===== src/rtl/mc_controlunit.sv =====
// Multi-cycle RV32I control FSM: sequences fetch/decode/execute/memory/writeback
// over a shared-memory datapath, with memory handshake and sticky illegal trap.
module mc_controlunit #(
   parameter int DATA_WIDTH = 32,
   parameter int ALUCTRL_W  = 4
) (
   input  logic                 clk_i,
   input  logic                 rst_ni,
   input  logic [DATA_WIDTH-1:0] Instr_i,
   input  logic                 MemReady_i,
   input  logic                 Zero_i,
   input  logic                 Lt_i,
   input  logic                 Ltu_i,
   output logic                 PCWrite_o,
   output logic                 AdrSrc_o,
   output logic                 MemRead_o,
   output logic                 MemWrite_o,
   output logic                 IRWrite_o,
   output logic                 RegWrite_o,
   output logic [1:0]           ResultSrc_o,
   output logic [1:0]           ALUSrcA_o,
   output logic [1:0]           ALUSrcB_o,
   output logic [2:0]           ImmSrc_o,
   output logic [ALUCTRL_W-1:0] ALUCtrl_o,
   output logic                 Illegal_o,
   output logic [3:0]           State_o
);

   typedef enum logic [3:0] {
      S_FETCH = 4'd0, S_DECODE = 4'd1, S_MEMADR = 4'd2, S_MEMREAD = 4'd3,
      S_MEMWB = 4'd4, S_MEMWRITE = 4'd5, S_EXEC_R = 4'd6, S_EXEC_I = 4'd7,
      S_ALUWB = 4'd8, S_BRANCH = 4'd9, S_JAL = 4'd10, S_JALR = 4'd11,
      S_JALR_LINK = 4'd12, S_LUI = 4'd13, S_TRAP = 4'd14
   } state_t;

   localparam logic [ALUCTRL_W-1:0] ALU_ADD = ALUCTRL_W'(0), ALU_SUB = ALUCTRL_W'(1),
      ALU_AND = ALUCTRL_W'(2), ALU_OR = ALUCTRL_W'(3), ALU_XOR = ALUCTRL_W'(4),
      ALU_SLT = ALUCTRL_W'(5), ALU_SLTU = ALUCTRL_W'(6), ALU_SRL = ALUCTRL_W'(7),
      ALU_SLL = ALUCTRL_W'(8), ALU_SRA = ALUCTRL_W'(9);

   localparam logic [2:0] IMM_I = 3'd0, IMM_S = 3'd1, IMM_B = 3'd2, IMM_U = 3'd3, IMM_J = 3'd4;

   state_t     state, nxt;
   logic       illegal;
   logic [6:0] op;
   logic [2:0] f3;
   logic       f7_5;
   logic       taken, br_bad;
   logic       pcw, mr, mw, irw, rw;
   logic       unused_instr;

   assign op   = Instr_i[6:0];
   assign f3   = Instr_i[14:12];
   assign f7_5 = Instr_i[30];
   assign unused_instr = ^Instr_i;

   // funct7_5 selects SUB only for register-register ops; shifts always honour it
   function automatic logic [ALUCTRL_W-1:0] alu_dec(input logic [2:0] fn, input logic alt,
                                                    input logic is_r);
      case (fn)
         3'b000:  alu_dec = (alt && is_r) ? ALU_SUB : ALU_ADD;
         3'b001:  alu_dec = ALU_SLL;
         3'b010:  alu_dec = ALU_SLT;
         3'b011:  alu_dec = ALU_SLTU;
         3'b100:  alu_dec = ALU_XOR;
         3'b101:  alu_dec = alt ? ALU_SRA : ALU_SRL;
         3'b110:  alu_dec = ALU_OR;
         default: alu_dec = ALU_AND;
      endcase
   endfunction

   always_comb begin
      taken  = 1'b0;
      br_bad = 1'b0;
      case (f3)
         3'b000:  taken = Zero_i;
         3'b001:  taken = !Zero_i;
         3'b100:  taken = Lt_i;
         3'b101:  taken = !Lt_i;
         3'b110:  taken = Ltu_i;
         3'b111:  taken = !Ltu_i;
         default: br_bad = 1'b1;
      endcase
   end

   always_comb begin
      nxt         = state;
      pcw         = 1'b0;
      mr          = 1'b0;
      mw          = 1'b0;
      irw         = 1'b0;
      rw          = 1'b0;
      AdrSrc_o    = 1'b0;
      ResultSrc_o = 2'b00;
      ALUSrcA_o   = 2'b00;
      ALUSrcB_o   = 2'b00;
      ImmSrc_o    = IMM_I;
      ALUCtrl_o   = ALU_ADD;
      case (state)
         S_FETCH: begin
            mr = 1'b1; ALUSrcB_o = 2'b10; ResultSrc_o = 2'b10;
            pcw = MemReady_i; irw = MemReady_i;
            if (MemReady_i) nxt = S_DECODE;
         end
         S_DECODE: begin
            ALUSrcA_o = 2'b01; ALUSrcB_o = 2'b01;
            case (op)
               7'd35:        ImmSrc_o = IMM_S;
               7'd99:        ImmSrc_o = IMM_B;
               7'd111:       ImmSrc_o = IMM_J;
               7'd55, 7'd23: ImmSrc_o = IMM_U;
               default:      ImmSrc_o = IMM_I;
            endcase
            case (op)
               7'd3, 7'd35:  nxt = S_MEMADR;
               7'd51:        nxt = S_EXEC_R;
               7'd19:        nxt = S_EXEC_I;
               7'd99:        nxt = S_BRANCH;
               7'd111:       nxt = S_JAL;
               7'd103:       nxt = (f3 == 3'b000) ? S_JALR : S_TRAP;
               7'd55, 7'd23: nxt = S_LUI;
               default:      nxt = S_TRAP;
            endcase
         end
         S_MEMADR: begin
            ALUSrcA_o = 2'b10; ALUSrcB_o = 2'b01;
            ImmSrc_o  = (op == 7'd35) ? IMM_S : IMM_I;
            nxt       = (op == 7'd35) ? S_MEMWRITE : S_MEMREAD;
         end
         S_MEMREAD: begin
            AdrSrc_o = 1'b1; mr = 1'b1;
            if (MemReady_i) nxt = S_MEMWB;
         end
         S_MEMWB: begin
            ResultSrc_o = 2'b01; rw = 1'b1; nxt = S_FETCH;
         end
         S_MEMWRITE: begin
            AdrSrc_o = 1'b1; mw = 1'b1;
            if (MemReady_i) nxt = S_FETCH;
         end
         S_EXEC_R: begin
            ALUSrcA_o = 2'b10; ALUCtrl_o = alu_dec(f3, f7_5, 1'b1); nxt = S_ALUWB;
         end
         S_EXEC_I: begin
            ALUSrcA_o = 2'b10; ALUSrcB_o = 2'b01;
            ALUCtrl_o = alu_dec(f3, f7_5, 1'b0); nxt = S_ALUWB;
         end
         S_ALUWB: begin
            rw = 1'b1; nxt = S_FETCH;
         end
         S_BRANCH: begin
            ALUSrcA_o = 2'b10; ALUCtrl_o = ALU_SUB;
            pcw = taken;
            nxt = br_bad ? S_TRAP : S_FETCH;
         end
         S_JAL: begin
            ALUSrcA_o = 2'b01; ALUSrcB_o = 2'b10; pcw = 1'b1; nxt = S_ALUWB;
         end
         S_JALR: begin
            ALUSrcA_o = 2'b10; ALUSrcB_o = 2'b01; ResultSrc_o = 2'b10;
            pcw = 1'b1; nxt = S_JALR_LINK;
         end
         S_JALR_LINK: begin
            ALUSrcA_o = 2'b01; ALUSrcB_o = 2'b10; ResultSrc_o = 2'b10;
            rw = 1'b1; nxt = S_FETCH;
         end
         S_LUI: begin
            // AUIPC reuses this state, adding the immediate to OldPC instead of zero
            ALUSrcA_o = (op == 7'd23) ? 2'b01 : 2'b11;
            ALUSrcB_o = 2'b01; ImmSrc_o = IMM_U; nxt = S_ALUWB;
         end
         default: nxt = S_TRAP;
      endcase
   end

   // Strobes are masked by reset so nothing is written while the FSM is held
   assign PCWrite_o  = pcw & rst_ni;
   assign MemRead_o  = mr  & rst_ni;
   assign MemWrite_o = mw  & rst_ni;
   assign IRWrite_o  = irw & rst_ni;
   assign RegWrite_o = rw  & rst_ni;
   assign Illegal_o  = illegal;
   assign State_o    = state;

   always_ff @(posedge clk_i or negedge rst_ni) begin
      if (!rst_ni) begin
         state   <= S_FETCH;
         illegal <= 1'b0;
      end else begin
         state <= nxt;
         if (nxt == S_TRAP) illegal <= 1'b1;
      end
   end

endmodule


===== config.mk =====
export PLATFORM = sky130hd
export DESIGN_NAME = mc_controlunit
export DESIGN_NICKNAME = d
export VERILOG_FILES = /design/src/rtl/mc_controlunit.sv
export SDC_FILE = /design/constraint.sdc
export NUM_CORES = 1
export LEC_CHECK = 0
export BUFFER_PORTS_ARGS = -buffer_cell sky130_fd_sc_hd__buf_2
export CAP_MARGIN = 10
export CORE_MARGIN = 2
export CORE_UTILIZATION = 35
export DETAILED_ROUTE_END_ITERATION = 6
export PLACE_DENSITY = 0.8
export SLEW_MARGIN = 10
export SYNTH_ARGS = -nofsm -noshare
export SYNTH_HDL_FRONTEND = slang
export SYNTH_SLANG_ARGS = --single-unit

===== constraint.sdc =====
create_clock -name clk_i -period 4.2 [get_ports clk_i]
set_clock_uncertainty 0.05 [all_clocks]
set_input_delay 0.21 -clock clk_i [delete_from_list [all_inputs] [get_ports clk_i]]
set_output_delay 0.21 -clock clk_i [all_outputs]
set_load 0.01 [all_outputs]

==> summary.md, run 1 <==
| Metric | Value |
|---|---|
| Final core occ | `45.5%` |
| Die area | `2960 sq um` |
| Multiplexer share of the synthesized area | `3.37%` |
| Latest clock arrival within the worst-skew pair | `0.23 ns` |
| Pwr Total | `approximately 0.14 mW` |
| Main combinational cell family by area after synthesis | `simple AND/OR/NAND/NOR gates` |
| First-pass GRT wire length | `3980 um` |
| N_diodes | `0` |
| Ports | `just over 60` |
| FMAX | `about 470 MHz` |
| Largest net degree at the start of global routing | `19` |
| Total of max-cap violations | `0` |
| Total global routing overflow | `0` |
| Vias in the first global route | `906` |
| Worst r2r dst | `Illegal_o$_DFFE_PN0N_` |
| Core area | `2450 sq um` |
| Pwr dens | `121 nW/um^2` |
| R2r setup slk | `~2.1 ns` |
| Tot GR Track Use | `17.9%` |
| Final wirelength | `2450 um` |
| CTS Hold Bufs | `1` |
| Final Hold Fails | `0` |
| Setup crit start kind | `flop` |
| DRC Markers | `0` |
| Die height | `54.5 um` |
| Clock sink count | `5` |
| Synthesized area | `between 800 and 900 sq um` |
| Worst Reg-to-Reg Cells | `5` |
| Clk pin slew, worst setup/hold paths | `0.04 ns` |
| Kind of critical path | `reg -> reg` |
| Total number of vias | `1091` |
| Worst vdd ir | `0.0954 mV` |
| Post-synth top flop | `dfrtp_1` |
| Minimum clock period | `2.11 ns` |
| Synth Area in Simple Gates | `~42%` |
| EDFF count, synth | `0` |
| Post-route clock period utilization | `50.2%` |
| Core Rows | `18` |
| Root buffer cell | `clkbuf_4` |
| Worst Hold Class | `in -> async` |
| RePlAce Congestion | `0.789` |
| CTS tree | `done` |
| Wire per inst | `12.3 um` |
| R2r startpoint | `State_o[2]$_DFF_PN0_` |
| CTS Buffer Depth | `2` |
| LEAKAGE | `a little over 0.5 nW` |
| Yosys Warn Count | `0` |
| Critical path origin | `State_o[2]$_DFF_PN0_` |
| WP data arrival | `2.18 ns` |
| CP Max Fanout | `18` |
| Place WS | `2.12 ns` |
| Die Span X | `~54 um` |
| Sequential cell area fraction in the yosys report | `14.0%` |
| Status | `finished clean` |
| CP required | `4.27 ns` |
| Worst setup path endpoint | `Illegal_o$_DFFE_PN0N_` |
| CTS buffer count | `3` |
| Post-DRT Antenna Nets | `0` |
| PostCTS Resize Cnt | `0` |
| Syn_area_per_cell | `about 6.6 sq um` |
| Rel. slew slack | `61.1%` |
| Port Buf Inserts | `40` |
| Initial drt markers | `49` |
| Worst Max-Slew Pin Slew | `approximately 0.58 ns` |
| TNS Setup | `0 ns` |
| Synth async-reset ratio | `100%` |
| Initial antenna violation count | `0` |
| Area delta synth->final | `25.3%` |
| First drt pass iteration count | `4` |
| Fin Hold WS | `around 0.29 ns` |
| Synth Instances | `~140` |
| Synthesized flop and latch total | `5` |
| Final Max Tran Viols | `0` |
| Setup violators final | `0` |
| Post-synth cell types | `42` |
| Compound-cell area share of the yosys netlist | `29.1%` |
| Fraction of final layout cells sized beyond drive strength 1 | `29.4%` |
| Net Count, Synth | `174` |
| Vias/cell | `5.46` |
| Final WS setup | `2.09 ns` |
| Setup repair bufs after CTS | `0` |
| Max H-tree Level | `1` |
| Final nets | `209` |
| Adder-cell share of the synthesized area | `0%` |
| Starting Density | `a little over a third` |
| Final HPWL DP | `1830 um` |
| RSZ-0062 raised after global routing | `false` |
| Post-synthesis xor/xnor area fraction | `about 3.9%` |
| Worst setup EP type | `flop` |
==> cell usage after synthesis, types with 2 or more instances <==
cell,n,area (sq um)
o22ai_1,4,25.0
o211ai_1,3,22.5
nand2_1,14,52.6
nand3_1,7,35.0
nor3b_1,3,22.5
nand3b_1,3,22.5
a21boi_0,2,15.0
clkbuf_2,2,10.0
nor2b_1,6,37.5
inv_1,6,22.5
xnor2_1,2,17.5
mux2i_1,3,30.0
o21ai_0,10,50.1
xor2_1,2,17.5
dfrtp_1,5,125
nor2_1,9,33.8
a32o_1,2,20.0
buf_2,4,20.0
a21oi_1,13,65.1
clkbuf_1,4,15.0
nand2b_1,5,31.3
nor3_1,7,35.0
==> kinds of logic after synthesis <==
logic type	after synthesis
flops	5
simple gates	66
mux	3
compound gates	41
buf+inv	17
xor+xnor	4
==> routing by layer <==
layer  share of wire, %  vias up  global-route usage [%]
met2                 48       35                    26.9
li1                   -      564                       -
met4                  0        0                    6.67
met1                 46      492                    26.2
met5                  0        -                       0
met3                5.6        0                    1.64
==> through the flow <==
step | instances | instance area (sq um)
6_report | 200 | 1120
5_1_grt | 200 | 1120
4_1_cts | 200 | 1120
3_5_place_dp | 195 | 1080
3_3_place_gp | 195 | 1080
2_1_floorplan | 136 | 891
==> how the worst min path moves through the flow <==
stage,startpoint,to,slack [ns],cells past startpoint
2_1_floorplan,rst_ni,Illegal_o$_DFFE_PN0N_,-0.14,0
3_3_place_gp,rst_ni,Illegal_o$_DFFE_PN0N_,-0.01,1
3_5_place_dp,rst_ni,Illegal_o$_DFFE_PN0N_,-0.01,1
4_1_cts,rst_ni,State_o[2]$_DFF_PN0_,0.27,2
5_1_grt,rst_ni,State_o[0]$_DFF_PN0_,0.30,2
6_report,rst_ni,State_o[1]$_DFF_PN0_,0.29,2
==> flip-flops by register name (all words and copies together) (netlist names) <==
signal,count
Illegal_o,1
State_o,4
==> critical path: stages, from the launching register on <==
cell	delay, ns
dfrtp_1	0.70
inv_1	0.22
a21oi_1	0.17
o21ai_0	0.13
or4_4	0.50
a31o_1	0.21
==> cell usage in the layout (no fill, tap or decap), types with 4 or more instances in the layout <==
master / count
nor2_1: 9
buf_2: 40
nor3_1: 7
nand3_1: 7
nand2b_1: 5
nand2_1: 14
inv_1: 6
o21ai_0: 10
a21oi_1: 13
dfrtp_1: 5
nor2b_1: 6
o22ai_1: 4
==> power by group <==
group,internal [mW],switching (mW)
logic,0.0144,0.0193
clock network,0.0358,0.0176
registers,0.0484,0
==> area by class of cell <==
cell class,count,area [sq um]
Sequential cell,5,125
Multi-Input combinational cell,114,694
Timing Repair Buffer,41,210
Tap cell,30,37.5
Clock buffer,4,26.3
Inverter,6,22.5
Fill cell,277,1340
(Power assumes the default switching activity.)
==> run 2, diff against run 1 <==
--- a/config.mk
+++ b/config.mk
@@ -10,7 +10,7 @@
 export CORE_MARGIN = 2
 export CORE_UTILIZATION = 35
 export DETAILED_ROUTE_END_ITERATION = 6
-export PLACE_DENSITY = 0.8
+export PLACE_DENSITY = 0.83
 export SLEW_MARGIN = 10
 export SYNTH_ARGS = -nofsm -noshare
 export SYNTH_HDL_FRONTEND = slang
==> constraint.sdc (replaced) <==
create_clock -name clk_i -period 1.7 [get_ports clk_i]
set_clock_uncertainty 0.05 [all_clocks]
set_input_delay 0.085 -clock clk_i [delete_from_list [all_inputs] [get_ports clk_i]]
set_output_delay 0.085 -clock clk_i [all_outputs]
set_load 0.01 [all_outputs]
==> summary.md, run 2 (synthesis results as in run 1) <==
| Metric | Value |
|---|---|
| Port Buf Inserts | `40` |
| Final wirelength | `3180 um` |
| Final Hold Fails | `0` |
| CTS Buffer Depth | `2` |
| N_diodes | `0` |
| Setup violators final | `1` |
| Internal power | `between 0.2 and 0.25 mW` |
| Final Max Tran Viols | `0` |
| Worst Hold Class | `in -> async` |
| DRC Markers | `0` |
| Fin area | `1510 sq um` |
| Clock sink count | `5` |
| Tot GR Track Use | `19.4%` |
| Die height | `54.5 um` |
| Fin cells | `between 200 and 250` |
| Kind of critical path | `reg -> reg` |
| Total global routing overflow | `0` |
| R2r startpoint | `State_o[1]$_DFF_PN0_` |
| Switching Fraction | `29.7%` |
| Placed Cells | `219` |
| RePlAce Congestion | `0.834` |
| Worst Max-Slew Pin Slew | `0.303 ns` |
| Most common cell after layout, fill and taps aside | `buf_2` |
| Final WS setup | `-0.0357 ns` |
| Die Span X | `54.5 um` |
| Clk pin slew, worst setup/hold paths | `0.05 ns` |
| Core Rows | `18` |
| Combinational Power Share | `26.0%` |
| Total of max-cap violations | `0` |
| Worst setup EP type | `flop` |
| Worst path cell trace | `and2b_1 > nand2_4 > o41ai_1 > or4_4 > a31o_1` |
| CTS buffer count | `3` |
| Most frequent cells in the layout | `buf_2 (40), buf_4 (24), nand2_1 (12)` |
| Latest clock arrival within the worst-skew pair | `0.25 ns` |
| First drt pass iteration count | `4` |
| Status | `finished with violations` |
| WP data arrival | `1.82 ns` |
| Core area | `2450 sq um` |
| Worst Reg-to-Reg Cells | `5` |
| RSZ-0062 raised after global routing | `true` |
| Final HPWL DP | `2030 um` |
| FMAX | `roughly 580 MHz` |
| Die area | `between 2000 and 3000 sq um` |
| Pwr dens | `roughly 230 nW/um^2` |
| Ports | `62` |
| Clock power share | `between 40% and 50%` |
| Largest net degree at the start of global routing | `18` |
| R2r setup slk | `-0.04 ns` |
| Failing checks | `setup timing` |
| Largest register FFs | `4` |
| Starting Density | `36.3%` |
| Final core occ | `just over 60%` |
| Root buffer cell | `clkbuf_4` |
| First-pass GRT wire length | `between 4000 and 5000 um` |
| CP max stage cell | `or4_4` |
| Register share of total power | `~34%` |
| LEAKAGE | `0.744 nW` |
| Wire per inst | `13.7 um` |
| Max H-tree Level | `1` |
| Initial antenna violation count | `0` |
| Placed cell area | `1270 sq um` |
| CTS tree | `done` |
| Post-DRT Antenna Nets | `0` |
| Rel. slew slack | `79.7%` |
| Setup crit start kind | `flop` |
| Final nets | `241` |
| Minimum clock period | `approximately 1.7 ns` |
| Worst vdd ir | `0.442 mV` |
| Total number of vias | `~1300` |
| Area delta synth->final | `69.4%` |
| Worst r2r dst | `Illegal_o$_DFFE_PN0N_` |
| Switching Power | `0.105 mW` |
| CP Max Fanout | `5` |
| Fraction of final layout cells sized beyond drive strength 1 | `49.0%` |
| Pwr Total | `0.353 mW` |
| Post-route clock period utilization | `102%` |
| Buf/Inv on CP | `0` |
| Max stage delay on crit path | `roughly 0.52 ns` |
| Initial drt markers | `45` |
| Crit path max-delay family | `simple AND/OR/NAND/NOR gates` |
| CP required | `1.78 ns` |
| Vias/cell | `5.54` |
| Place WS | `-0.0178 ns` |
| Vias in the first global route | `between 1000 and 1500` |
run 2: worst max-delay path by stage:
stage          depth (start not counted)                     to  slack, ns                  from
2_1_floorplan                          6  Illegal_o$_DFFE_PN0N_      -0.12  State_o[0]$_DFF_PN0_
3_3_place_gp                           5  Illegal_o$_DFFE_PN0N_      0.003  State_o[1]$_DFF_PN0_
3_5_place_dp                           5  Illegal_o$_DFFE_PN0N_      -0.02  State_o[1]$_DFF_PN0_
4_1_cts                                5  Illegal_o$_DFFE_PN0N_      -0.04  State_o[1]$_DFF_PN0_
5_1_grt                                6  Illegal_o$_DFFE_PN0N_      -0.11  State_o[2]$_DFF_PN0_
6_report                               5  Illegal_o$_DFFE_PN0N_      -0.04  State_o[1]$_DFF_PN0_
run 2: per-stage QoR:
stage | hold slack [ns] | setup TNS (ns)
after floorplan | -0.261 | -0.118
after detailed placement | -0.134 | -0.0178
final | 0.142 | -0.0357
after global placement | -0.135 | 0
after global routing | 0.151 | -0.369
after CTS | 0.131 | -0.142
run 2: metal layers:
| metal | vias up | track usage, % | routed length (um) |
|---|---|---|---|
| met2 | 58 | 32.3 | 1590 |
| met4 | 0 | 5.42 | 44 |
| li1 | 630 | - | - |
| met1 | 589 | 24.8 | 1350 |
| met5 | - | 0 | 0 |
| met3 | 8 | 4.64 | 201 |
run 2: worst register-to-register path, cell delays in order (launching register included):
cell and delay (ns):
dfrtp_1 0.41, and2b_1 0.25, nand2_4 0.10, o41ai_1 0.07, or4_4 0.52, a31o_1 0.22
run 2: layout make-up:
class                           count  area [sq um]
Multi-Input combinational cell    114           798
Inverter                            6          22.5
Fill cell                         207           946
Clock buffer                        4          26.3
Sequential cell                     5           128
Tap cell                           30          37.5
Timing Repair Buffer               73           497
run 2: timing repair:
| action | CTS | global route |
|---|---|---|
| setup buffers | 4 | 4 |
| hold buffers | 1 | 0 |
| setup endpoints to repair | 9 | 11 |
| resized for setup | 8 | 29 |
| pin swaps | 0 | 2 |
| endpoints found under the hold margin | 5 | 0 |
run 2: power by group through the flow:
stage | Combinational, mW | Sequential [mW] | Clock (mW)
final | 0.0920 | 0.119 | 0.142
after global routing | 0.102 | 0.119 | 0.160
after CTS | 0.0886 | 0.119 | 0.148
after detailed placement | 0.0864 | 0.121 | 0
after global placement | 0.0846 | 0.121 | 0
after floorplan | 0.0471 | 0.121 | 0
